===== src/rtl/reg_wb_arbiter_if.sv =====
// reg_wb_arbiter_if: bundles the pipeline writeback, MDU writeback, decode
// read-address and register-file write signals around reg_wb_arbiter.
//   slave  : the arbiter's view (requests in, grants/stalls/writes out)
//   master : the surrounding core / testbench view
// dbg_fifo_count and dbg_starve_cnt expose internal state for observation.
//
// Handshake: an MDU result transfers on the rising clock edge where
// MDU_wb_valid && MDU_wb_ready are both high. MDU_wb_ready does not depend
// on MDU_wb_valid; the MDU holds its valid/addr/data until the transfer.
interface reg_wb_arbiter_if #(
  parameter int DATA_W = 32,
  parameter int ADDR_W = 5
);
  logic              PIPE_wb_valid;
  logic [ADDR_W-1:0] PIPE_wb_addr;
  logic [DATA_W-1:0] PIPE_wb_data;
  logic              PIPE_stall;
  logic              MDU_wb_valid;
  logic [ADDR_W-1:0] MDU_wb_addr;
  logic [DATA_W-1:0] MDU_wb_data;
  logic              MDU_wb_ready;
  logic [ADDR_W-1:0] REG_address1;
  logic [ADDR_W-1:0] REG_address2;
  logic              hazard_stall;
  logic              REG_write_1;
  logic [ADDR_W-1:0] REG_address_wr;
  logic [DATA_W-1:0] REG_data_wb_in1;
  logic [1:0]        dbg_fifo_count;
  logic [3:0]        dbg_starve_cnt;

  modport slave (
    input  PIPE_wb_valid, PIPE_wb_addr, PIPE_wb_data,
    input  MDU_wb_valid, MDU_wb_addr, MDU_wb_data,
    input  REG_address1, REG_address2,
    output PIPE_stall, MDU_wb_ready, hazard_stall,
    output REG_write_1, REG_address_wr, REG_data_wb_in1,
    output dbg_fifo_count, dbg_starve_cnt
  );

  modport master (
    output PIPE_wb_valid, PIPE_wb_addr, PIPE_wb_data,
    output MDU_wb_valid, MDU_wb_addr, MDU_wb_data,
    output REG_address1, REG_address2,
    input  PIPE_stall, MDU_wb_ready, hazard_stall,
    input  REG_write_1, REG_address_wr, REG_data_wb_in1,
    input  dbg_fifo_count, dbg_starve_cnt
  );
endinterface


===== src/rtl/reg_wb_arbiter.sv =====
// reg_wb_arbiter: shares the register file's single write port between the
// pipeline writeback stage and the multiply/divide unit. MDU results are
// buffered in a 2-entry FIFO. The pipeline normally wins; after STARVE_MAX
// consecutive pipeline wins with the FIFO non-empty, the FIFO is forced a
// grant. The decode stage is stalled when it reads a register that still
// has a queued MDU write.
// Ports:
//   clk        : clock, all state on the rising edge
//   SYS_reset  : synchronous active-high reset
//   bus        : reg_wb_arbiter_if.slave (pipeline / MDU / decode / regfile)
module reg_wb_arbiter #(
  parameter int DATA_W     = 32,
  parameter int ADDR_W     = 5,
  parameter int STARVE_MAX = 4
) (
  input  logic            clk,
  input  logic            SYS_reset,
  reg_wb_arbiter_if.slave bus
);

  localparam logic [3:0] STARVE_LIM = 4'(STARVE_MAX);

  // FIFO storage and pointers
  logic [ADDR_W-1:0] fifo_addr_q [2];
  logic [DATA_W-1:0] fifo_data_q [2];
  logic              rd_ptr_q, wr_ptr_q;
  logic [1:0]        count_q, count_d;
  logic [3:0]        starve_q, starve_d;

  // Output stage
  logic              wr_en_q;
  logic [ADDR_W-1:0] wr_addr_q;
  logic [DATA_W-1:0] wr_data_q;

  logic mdu_ready, push, pop;
  logic pipe_req, fifo_req;
  logic grant_fifo, grant_pipe;
  logic hazard;

  always_comb begin
    mdu_ready  = 1'b0;
    push       = 1'b0;
    pop        = 1'b0;
    pipe_req   = 1'b0;
    fifo_req   = 1'b0;
    grant_fifo = 1'b0;
    grant_pipe = 1'b0;
    count_d    = count_q;
    starve_d   = starve_q;
    hazard     = 1'b0;

    // Readiness uses the pre-edge count: a full FIFO is never ready, even
    // in a cycle where it dequeues.
    mdu_ready = !SYS_reset && (count_q != 2'd2);
    // r0 writes are accepted from the MDU but never stored.
    push      = bus.MDU_wb_valid && mdu_ready && (bus.MDU_wb_addr != '0);

    pipe_req  = bus.PIPE_wb_valid && (bus.PIPE_wb_addr != '0);
    fifo_req  = (count_q != 2'd0);

    grant_fifo = fifo_req && ((starve_q == STARVE_LIM) || !pipe_req);
    grant_pipe = pipe_req && !grant_fifo;
    pop        = grant_fifo;

    unique case ({push, pop})
      2'b10:   count_d = count_q + 2'd1;
      2'b01:   count_d = count_q - 2'd1;
      default: count_d = count_q;
    endcase

    if (grant_fifo || !fifo_req) begin
      starve_d = 4'd0;
    end else if (grant_pipe && (starve_q != STARVE_LIM)) begin
      starve_d = starve_q + 4'd1;
    end

    // A slot is occupied when the FIFO is full, or when it is the head of a
    // single-entry FIFO. A granted entry has already left the FIFO when it
    // sits in the output stage, and the register file bypasses that one.
    for (int i = 0; i < 2; i++) begin
      if ((count_q == 2'd2) || ((count_q == 2'd1) && (rd_ptr_q == 1'(i)))) begin
        if (((bus.REG_address1 != '0) && (fifo_addr_q[i] == bus.REG_address1)) ||
            ((bus.REG_address2 != '0) && (fifo_addr_q[i] == bus.REG_address2))) begin
          hazard = 1'b1;
        end
      end
    end
  end

  always_ff @(posedge clk) begin
    if (SYS_reset) begin
      rd_ptr_q  <= 1'b0;
      wr_ptr_q  <= 1'b0;
      count_q   <= 2'd0;
      starve_q  <= 4'd0;
      wr_en_q   <= 1'b0;
      wr_addr_q <= '0;
      wr_data_q <= '0;
    end else begin
      if (push) wr_ptr_q <= ~wr_ptr_q;
      if (pop)  rd_ptr_q <= ~rd_ptr_q;
      count_q  <= count_d;
      starve_q <= starve_d;
      wr_en_q  <= grant_fifo || grant_pipe;
      if (grant_fifo) begin
        wr_addr_q <= fifo_addr_q[rd_ptr_q];
        wr_data_q <= fifo_data_q[rd_ptr_q];
      end else if (grant_pipe) begin
        wr_addr_q <= bus.PIPE_wb_addr;
        wr_data_q <= bus.PIPE_wb_data;
      end
    end
  end

  // Storage needs no reset: occupancy is tracked by count_q alone, and push
  // is already blocked while SYS_reset is high.
  always_ff @(posedge clk) begin
    if (push) begin
      fifo_addr_q[wr_ptr_q] <= bus.MDU_wb_addr;
      fifo_data_q[wr_ptr_q] <= bus.MDU_wb_data;
    end
  end

  assign bus.PIPE_stall      = pipe_req && grant_fifo;
  assign bus.MDU_wb_ready    = mdu_ready;
  assign bus.hazard_stall    = hazard;
  assign bus.REG_write_1     = wr_en_q;
  assign bus.REG_address_wr  = wr_addr_q;
  assign bus.REG_data_wb_in1 = wr_data_q;
  assign bus.dbg_fifo_count  = count_q;
  assign bus.dbg_starve_cnt  = starve_q;

endmodule


===== src/flat_wrapper.sv =====
// flat-port wrapper written by rule: the top's interface ports become plain ports
module reg_wb_arbiter_flat 
#(
  parameter int DATA_W     = 32,
  parameter int ADDR_W     = 5,
  parameter int STARVE_MAX = 4
)
  (clk, SYS_reset, bus_PIPE_wb_valid, bus_PIPE_wb_addr, bus_PIPE_wb_data, bus_MDU_wb_valid, bus_MDU_wb_addr, bus_MDU_wb_data, bus_REG_address1, bus_REG_address2, bus_PIPE_stall, bus_MDU_wb_ready, bus_hazard_stall, bus_REG_write_1, bus_REG_address_wr, bus_REG_data_wb_in1, bus_dbg_fifo_count, bus_dbg_starve_cnt);
  reg_wb_arbiter_if #(.DATA_W(DATA_W), .ADDR_W(ADDR_W)) bus_i ();
  input  logic clk;
  input  logic SYS_reset;
  input wire logic [$bits(bus_i.PIPE_wb_valid)-1:0] bus_PIPE_wb_valid;
  input wire logic [$bits(bus_i.PIPE_wb_addr)-1:0] bus_PIPE_wb_addr;
  input wire logic [$bits(bus_i.PIPE_wb_data)-1:0] bus_PIPE_wb_data;
  input wire logic [$bits(bus_i.MDU_wb_valid)-1:0] bus_MDU_wb_valid;
  input wire logic [$bits(bus_i.MDU_wb_addr)-1:0] bus_MDU_wb_addr;
  input wire logic [$bits(bus_i.MDU_wb_data)-1:0] bus_MDU_wb_data;
  input wire logic [$bits(bus_i.REG_address1)-1:0] bus_REG_address1;
  input wire logic [$bits(bus_i.REG_address2)-1:0] bus_REG_address2;
  output wire logic [$bits(bus_i.PIPE_stall)-1:0] bus_PIPE_stall;
  output wire logic [$bits(bus_i.MDU_wb_ready)-1:0] bus_MDU_wb_ready;
  output wire logic [$bits(bus_i.hazard_stall)-1:0] bus_hazard_stall;
  output wire logic [$bits(bus_i.REG_write_1)-1:0] bus_REG_write_1;
  output wire logic [$bits(bus_i.REG_address_wr)-1:0] bus_REG_address_wr;
  output wire logic [$bits(bus_i.REG_data_wb_in1)-1:0] bus_REG_data_wb_in1;
  output wire logic [$bits(bus_i.dbg_fifo_count)-1:0] bus_dbg_fifo_count;
  output wire logic [$bits(bus_i.dbg_starve_cnt)-1:0] bus_dbg_starve_cnt;
  assign bus_i.PIPE_wb_valid = bus_PIPE_wb_valid;
  assign bus_i.PIPE_wb_addr = bus_PIPE_wb_addr;
  assign bus_i.PIPE_wb_data = bus_PIPE_wb_data;
  assign bus_i.MDU_wb_valid = bus_MDU_wb_valid;
  assign bus_i.MDU_wb_addr = bus_MDU_wb_addr;
  assign bus_i.MDU_wb_data = bus_MDU_wb_data;
  assign bus_i.REG_address1 = bus_REG_address1;
  assign bus_i.REG_address2 = bus_REG_address2;
  assign bus_PIPE_stall = bus_i.PIPE_stall;
  assign bus_MDU_wb_ready = bus_i.MDU_wb_ready;
  assign bus_hazard_stall = bus_i.hazard_stall;
  assign bus_REG_write_1 = bus_i.REG_write_1;
  assign bus_REG_address_wr = bus_i.REG_address_wr;
  assign bus_REG_data_wb_in1 = bus_i.REG_data_wb_in1;
  assign bus_dbg_fifo_count = bus_i.dbg_fifo_count;
  assign bus_dbg_starve_cnt = bus_i.dbg_starve_cnt;
  reg_wb_arbiter #(.DATA_W(DATA_W), .ADDR_W(ADDR_W), .STARVE_MAX(STARVE_MAX)) u_core (.clk(clk), .SYS_reset(SYS_reset), .bus(bus_i));
endmodule

===== config.mk =====
export PLATFORM = sky130hd
export DESIGN_NAME = reg_wb_arbiter_flat
export DESIGN_NICKNAME = d
export VERILOG_FILES = /design/src/rtl/reg_wb_arbiter_if.sv /design/src/rtl/reg_wb_arbiter.sv /design/src/flat_wrapper.sv
export SDC_FILE = /design/constraint.sdc
export NUM_CORES = 1
export LEC_CHECK = 0
export CAP_MARGIN = 10
export CORE_MARGIN = 10
export CORE_UTILIZATION = 54
export CTS_BUF_LIST = sky130_fd_sc_hd__clkbuf_8
export DETAILED_ROUTE_END_ITERATION = 12
export GPL_ROUTABILITY_DRIVEN = 0
export GPL_TIMING_DRIVEN = 0
export PLACE_DENSITY = 0.95
export SYNTH_ARGS = -nofsm -noshare
export SYNTH_HDL_FRONTEND = slang
export SYNTH_SLANG_ARGS = --single-unit
export TNS_END_PERCENT = 1

===== constraint.sdc =====
create_clock -name clk -period 6.4 [get_ports clk]
set_clock_uncertainty 0.1 [all_clocks]
set_input_delay 1.28 -clock clk [delete_from_list [all_inputs] [get_ports clk]]
set_output_delay 1.28 -clock clk [all_outputs]
set_load 0.02 [all_outputs]

==> metrics.cfg, run 1 <==
[outcome]
status = completed

[die]
pin_count = 135
die_w_um = 115.9
die-area_um2 = 13430
placementRows = 34
fp.dieH_um = 115.9
start_util_pct = 56.11
coreArea_um2 = 8848

[critical_path]
worstSetupPathType = in -> out
critical_path.top_delay_family = buffers and inverters
startpoint = bus_REG_address1[1]
endpoint_kind = primary output
reg2reg_slack_ps = 3920
slowest_stage = or4_1
worst-r2r-cell-count = 6
timing.rr.start = u_core.bus.dbg_fifo_count[0]
cp_num_buf_inv = 2
startpoint_type = primary input
reg2reg_to = u_core.fifo_data_q[1][16]
cp_common_cell = clkdlybuf4s50_1
max_stage_delay_ps = 550
worst-path-max-fanout = 3
cp.required_ps = 5020
worstPathCellList = clkdlybuf4s50_1 > or4_1 > nor2_1 > nor4_1 > o32ai_1 > a21oi_1 > clkdlybuf4s50_1
arrival_ps = 3480

[routing]
drc = 0
wirelength_um = 13120
ant_nets = 0
vias_per_cell = 5.567
vias = 3379
drt_pass1_iterations = 4
drt_iter0_drc = 207
wire_per_inst_um = 21.61

[min_path]
min_to = u_core.bus.REG_data_wb_in1[1]
min_from = u_core.bus.REG_data_wb_in1[1]
holdPathStages = 1
hp-class = reg -> reg

[cts]
h-tree-depth = 4
path_clk_slew_ps = 70
post_cts_buffers = 0
cts.repair.resized = 0
root_buffer = clkbuf_8
cts.sinks = 121
cts-buffers-inserted = 17
holdBufCountCts = 0
cts_tree = done
clk_latency_ps = 420
ctsLongestPathBuffers = 2

[global_route]
grt_max_degree = 21
grt_pass1_vias = 3683
grt_pass1_wl_um = 20130
antenna_found_initial = 0
overflow = 0
grtUsageTotal_pct = 19.69

[final_layout]
multi_input_area_um2 = 1679
area_growth_pct = 39.69
seqCellArea_um2 = 3163
fillCellCount = 539
nets = 580
final_cell_mix = 133 x clkdlybuf4s50_1, 74 x edfxtp_1, 47 x dfxtp_1
insertedDiodeCount = 0
drive_above_1_share_pct = 17.23
final_common_cell = clkdlybuf4s50_1

[synthesis]
syn_area_per_cell_um2 = 14.95
synth_cells = 332
syn-cell-area_um2 = 4965
syn-num-nets = 426
synthDistinctLibCells = 37
yosysTopAreaCell = edfxtp_1
ys_seq_area_share_pct = 63.71
ys_warn_count = 0
synth.ff_latch_count = 121
synthTopCellsByArea = edfxtp_1 45%, dfxtp_1 19%, mux2_2 8.2%, mux2i_1 7.7%, o2bb2ai_1 6.4%
synth_top_cell_area_share_pct = 44.76

[pwr]
p_int_mw = 1.782
p_sw_uw = 796.3
power.leakage_nw = 2.390
ir_drop_mv = 0.2173
powerDensity_nw_per_um2 = 371.7
switching_share_pct = 30.89
pwr-share-clk_pct = 28.6
p_comb_share_pct = 32.4
power_frac_seq_pct = 39.0

[sta]
final_hold_viol_count = 0
period_share_pct = 75.97
fmax_ghz = 0.2057
rsz0062_at_grt = no
slew_headroom_pct = 55.34
final_max_slew_viol_count = 0
fin_hold_ws_ps = 362.8
finalSetupTns_ps = 0
fin_crit_ps = 4862
worst_slew_pin_slew_ps = 668.4
setup-violations-final = 0

[placed_design]
dp_hpwl_um = 9606
portBuffers = 133

[job]
drv_cap = 0

## registers in the layout, indices dropped and copies added, names as in the netlist, named ones only
name and count:
u_core.bus.dbg_fifo_count 2, u_core.bus.REG_data_wb_in1 32, u_core.fifo_addr_q 10, u_core.fifo_data_q 64
u_core.rd_ptr_q 1, u_core.bus.REG_write_1 1, u_core.bus.REG_address_wr 5, u_core.wr_ptr_q 1
u_core.bus.dbg_starve_cnt 4
## final cells by class
class	instances	area share, %
sequential	121	45.61
multi-input combinational	186	24.21
timing repair buffer	135	19.99
clock buffer	17	3.374
clock inverter	15	2.887
tap	108	1.948
buffer	17	1.552
inverter	8	0.4330
## metrics by stage
step	power (mW)	util (%)	setup WS, ps	cells	instance area, um^2
2_1_floorplan	1.512	-	2181	332	4965
3_3_place_gp	1.815	72.68	1270	573	6431
3_5_place_dp	1.855	73.47	1560	575	6501
4_1_cts	2.596	78.38	1556	607	6935
5_1_grt	2.690	78.38	1446	607	6935
6_report	2.578	78.38	1538	607	6935
## power groups by stage
| stage | combinational, mW | sequential, mW | clock [mW] |
|---|---|---|---|
| after floorplan | 0.410 | 1.10 | 0 |
| after global placement | 0.799 | 1.02 | 0 |
| after detailed placement | 0.834 | 1.02 | 0 |
| after CTS | 0.845 | 1.01 | 0.744 |
| after global routing | 0.891 | 1.02 | 0.781 |
| final | 0.835 | 1.01 | 0.737 |
## synthesized netlist by cell type, drive strengths merged
| library cell | n |
|---|---|
| edfxtp | 74 |
| dfxtp | 47 |
| mux2i | 38 |
| mux2 | 36 |
| o2bb2ai | 36 |
| nor2 | 15 |
| xnor2 | 14 |
| buf | 12 |
| xor2 | 12 |
| inv | 8 |
| ha | 6 |
| clkbuf | 5 |
| nand3 | 4 |
| nor4 | 4 |
| or4 | 4 |
| o211ai | 2 |
| a211oi | 1 |
| a21oi | 1 |
| a221oi | 1 |
| a31oi | 1 |
| and2b | 1 |
| nand2 | 1 |
| nand2b | 1 |
| nand3b | 1 |
| nor3 | 1 |
| o21ai | 1 |
| o21bai | 1 |
| o22ai | 1 |
| o32ai | 1 |
| or2 | 1 |
| or3 | 1 |
## cells by family after synthesis
family	synth area share [%]
simple gates	3.730
compound gates	7.863
xor+xnor	4.587
buf+inv	2.772
flops	63.71
fa+ha+maj	1.512
mux	15.83
## per-layer routing
layer / routed length (um) / global-route usage [%] / up-vias
li1: - / - / 1581
met4: 295 / 8.090 / 0
met2: 6724 / 33.64 / 127
met1: 5140 / 22.27 / 1649
met5: 0 / 0 / -
met3: 958 / 6.460 / 22
## worst max path at each step
| stage | depth (start not counted) | endpoint | slack, ps |
|---|---|---|---|
| after floorplan | 4 | u_core.fifo_addr_q[0][0] | 2180 |
| after global placement | 4 | u_core.fifo_data_q[0][24] | 1270 |
| after detailed placement | 7 | bus_hazard_stall | 1560 |
| after CTS | 7 | bus_hazard_stall | 1560 |
| after global routing | 7 | bus_hazard_stall | 1450 |
| final | 7 | bus_hazard_stall | 1540 |
(Power assumes the default switching activity.)
==> run 2: changes to the inputs <==
--- a/config.mk
+++ b/config.mk
@@ -7,12 +7,12 @@
 export LEC_CHECK = 0
 export CAP_MARGIN = 10
 export CORE_MARGIN = 10
-export CORE_UTILIZATION = 54
+export CORE_UTILIZATION = 50
 export CTS_BUF_LIST = sky130_fd_sc_hd__clkbuf_8
 export DETAILED_ROUTE_END_ITERATION = 12
 export GPL_ROUTABILITY_DRIVEN = 0
 export GPL_TIMING_DRIVEN = 0
-export PLACE_DENSITY = 0.95
+export PLACE_DENSITY = 0.92
 export SYNTH_ARGS = -nofsm -noshare
 export SYNTH_HDL_FRONTEND = slang
 export SYNTH_SLANG_ARGS = --single-unit
==> constraint.sdc (replaced) <==
create_clock -name clk -period 4.9 [get_ports clk]
set_clock_uncertainty 0.1 [all_clocks]
set_input_delay 0.98 -clock clk [delete_from_list [all_inputs] [get_ports clk]]
set_output_delay 0.98 -clock clk [all_outputs]
set_load 0.02 [all_outputs]
==> metrics.cfg, run 2 (synthesis gave the netlist of run 1 again) <==
[global_route]
grt_pass1_vias = 3675
antenna_found_initial = 0
grtUsageTotal_pct = 18.32
grt_max_degree = 23
overflow = 0
grt_pass1_wl_um = 20120

[min_path]
hp-class = reg -> reg

[cts]
cts.sinks = 121
path_clk_slew_ps = 70
clk_latency_ps = 440
h-tree-depth = 4
holdBufCountCts = 0
root_buffer = clkbuf_8
cts.repair.resized = 0
post_cts_buffers = 0
cts-buffers-inserted = 17
cts_tree = done
ctsLongestPathBuffers = 2

[critical_path]
slowest_stage = or4_1
max_stage_delay_ps = 560
worstSetupPathType = in -> out
arrival_ps = 3200
cp_num_buf_inv = 2
critical_path.top_delay_family = buffers and inverters
cp_common_cell = clkdlybuf4s50_1
worst-path-max-fanout = 3
startpoint_type = primary input
endpoint_kind = primary output
worstPathCellList = clkdlybuf4s50_1 > or4_1 > nor2_1 > nor4_1 > o32ai_1 > a21oi_1 > clkdlybuf4s50_1
cp.required_ps = 3820

[placed_design]
place_area_um2 = 6533
portBuffers = 133
dp_hpwl_um = 9687

[sta]
fmax_ghz = 0.2338
final_max_slew_viol_count = 0
finalSetupTns_ps = 0
worst_slew_pin_slew_ps = 660.1
slew_headroom_pct = 55.99
final_hold_viol_count = 0
fin_crit_ps = 4276
rsz0062_at_grt = no
period_share_pct = 87.27
setup-violations-final = 0

[die]
placementRows = 36
pin_count = 135
fp.dieH_um = 119.6
die-area_um2 = 14310
coreArea_um2 = 9729
die_w_um = 119.6
start_util_pct = 51.03

[final_layout]
area_growth_pct = 40.40
largest_reg_flops = 64
top_register = u_core.fifo_data_q
final_cell_mix = 133 x clkdlybuf4s50_1, 74 x edfxtp_1, 47 x dfxtp_1
final_common_cell = clkdlybuf4s50_1
nets = 580
insertedDiodeCount = 0
fin_util_pct = 71.64
drive_above_1_share_pct = 16.43
design_area_um2 = 6970

[routing]
wire_per_inst_um = 20.58
drt_pass1_iterations = 7
wirelength_um = 13010
drc = 0
ant_nets = 0
vias = 3367
vias_per_cell = 5.328
drt_iter0_drc = 139

[job]
drv_cap = 0

[outcome]
status = completed

[pwr]
ir_drop_mv = 0.3612
power.leakage_nw = 2.407
powerDensity_nw_per_um2 = 486.5

[run 2: where the power goes]
group | internal (mW) | switching (mW) | leakage [nW]
clock | 0.606 | 0.380 | 0.232
sequential | 1.24 | 0.0802 | 1.07
combinational | 0.535 | 0.553 | 1.11
total | 2.38 | 1.01 | 2.41
[run 2: metal layers]
metal / track usage (%) / share of wire (%)
met2: 31.84 / 51
met3: 6.798 / 6.3
met5: 0 / 0
met1: 20.16 / 41
met4: 6.410 / 1.5
[run 2: final timing paths]
path	startpoint	end	slack [ps]	depth (start not counted)
min	u_core.bus.REG_data_wb_in1[17]	u_core.bus.REG_data_wb_in1[17]	370	1
min reg2reg	u_core.bus.REG_data_wb_in1[17]	u_core.bus.REG_data_wb_in1[17]	370	1
max reg2reg	u_core.bus.dbg_starve_cnt[0]	u_core.bus.dbg_fifo_count[0]	2490	11
max	bus_REG_address1[1]	bus_hazard_stall	620	7
[run 2: worst register-to-register path: stages (launching register included)]
cell and delay (ps):
dfxtp_1 420, inv_1 70, ha_1 210, nand3b_1 140
o211ai_2 140, and2b_1 190, buf_4 140, buf_6 160
buf_12 160, ha_1 340, xor2_1 160, nor2_1 50
[run 2: cell type report]
type / count / area, um^2
Buffer: 17 / 107.6
Clock buffer: 18 / 247.7
Clock inverter: 14 / 190.2
Fill cell: 670 / 2759
Inverter: 8 / 30.03
Multi-Input combinational cell: 186 / 1679
Sequential cell: 121 / 3163
Tap cell: 133 / 166.4
Timing Repair Buffer: 135 / 1386
[run 2: per-stage QoR]
| stage | power (mW) | cells | setup slack [ps] | hold WS [ps] |
|---|---|---|---|---|
| 5_1_grt | 3.537 | 632 | 500.5 | 386.0 |
| 3_3_place_gp | 2.378 | 598 | 13.09 | 345.6 |
| 4_1_cts | 3.411 | 632 | 612.9 | 365.3 |
| 2_1_floorplan | 1.975 | 332 | 980.9 | 416.3 |
| 6_report | 3.391 | 632 | 623.7 | 368.6 |
| 3_5_place_dp | 2.427 | 600 | 618.6 | 345.7 |
==> run 3: changes to the inputs <==
--- a/config.mk
+++ b/config.mk
@@ -13,7 +13,8 @@
 export GPL_ROUTABILITY_DRIVEN = 0
 export GPL_TIMING_DRIVEN = 0
 export PLACE_DENSITY = 0.92
+export SKIP_CTS_REPAIR_TIMING = 1
 export SYNTH_ARGS = -nofsm -noshare
 export SYNTH_HDL_FRONTEND = slang
 export SYNTH_SLANG_ARGS = --single-unit
-export TNS_END_PERCENT = 1
+export TNS_END_PERCENT = 100
==> results of run 3 <==
Same layout as run 2: the final DEF is identical, and so are final timing and power.
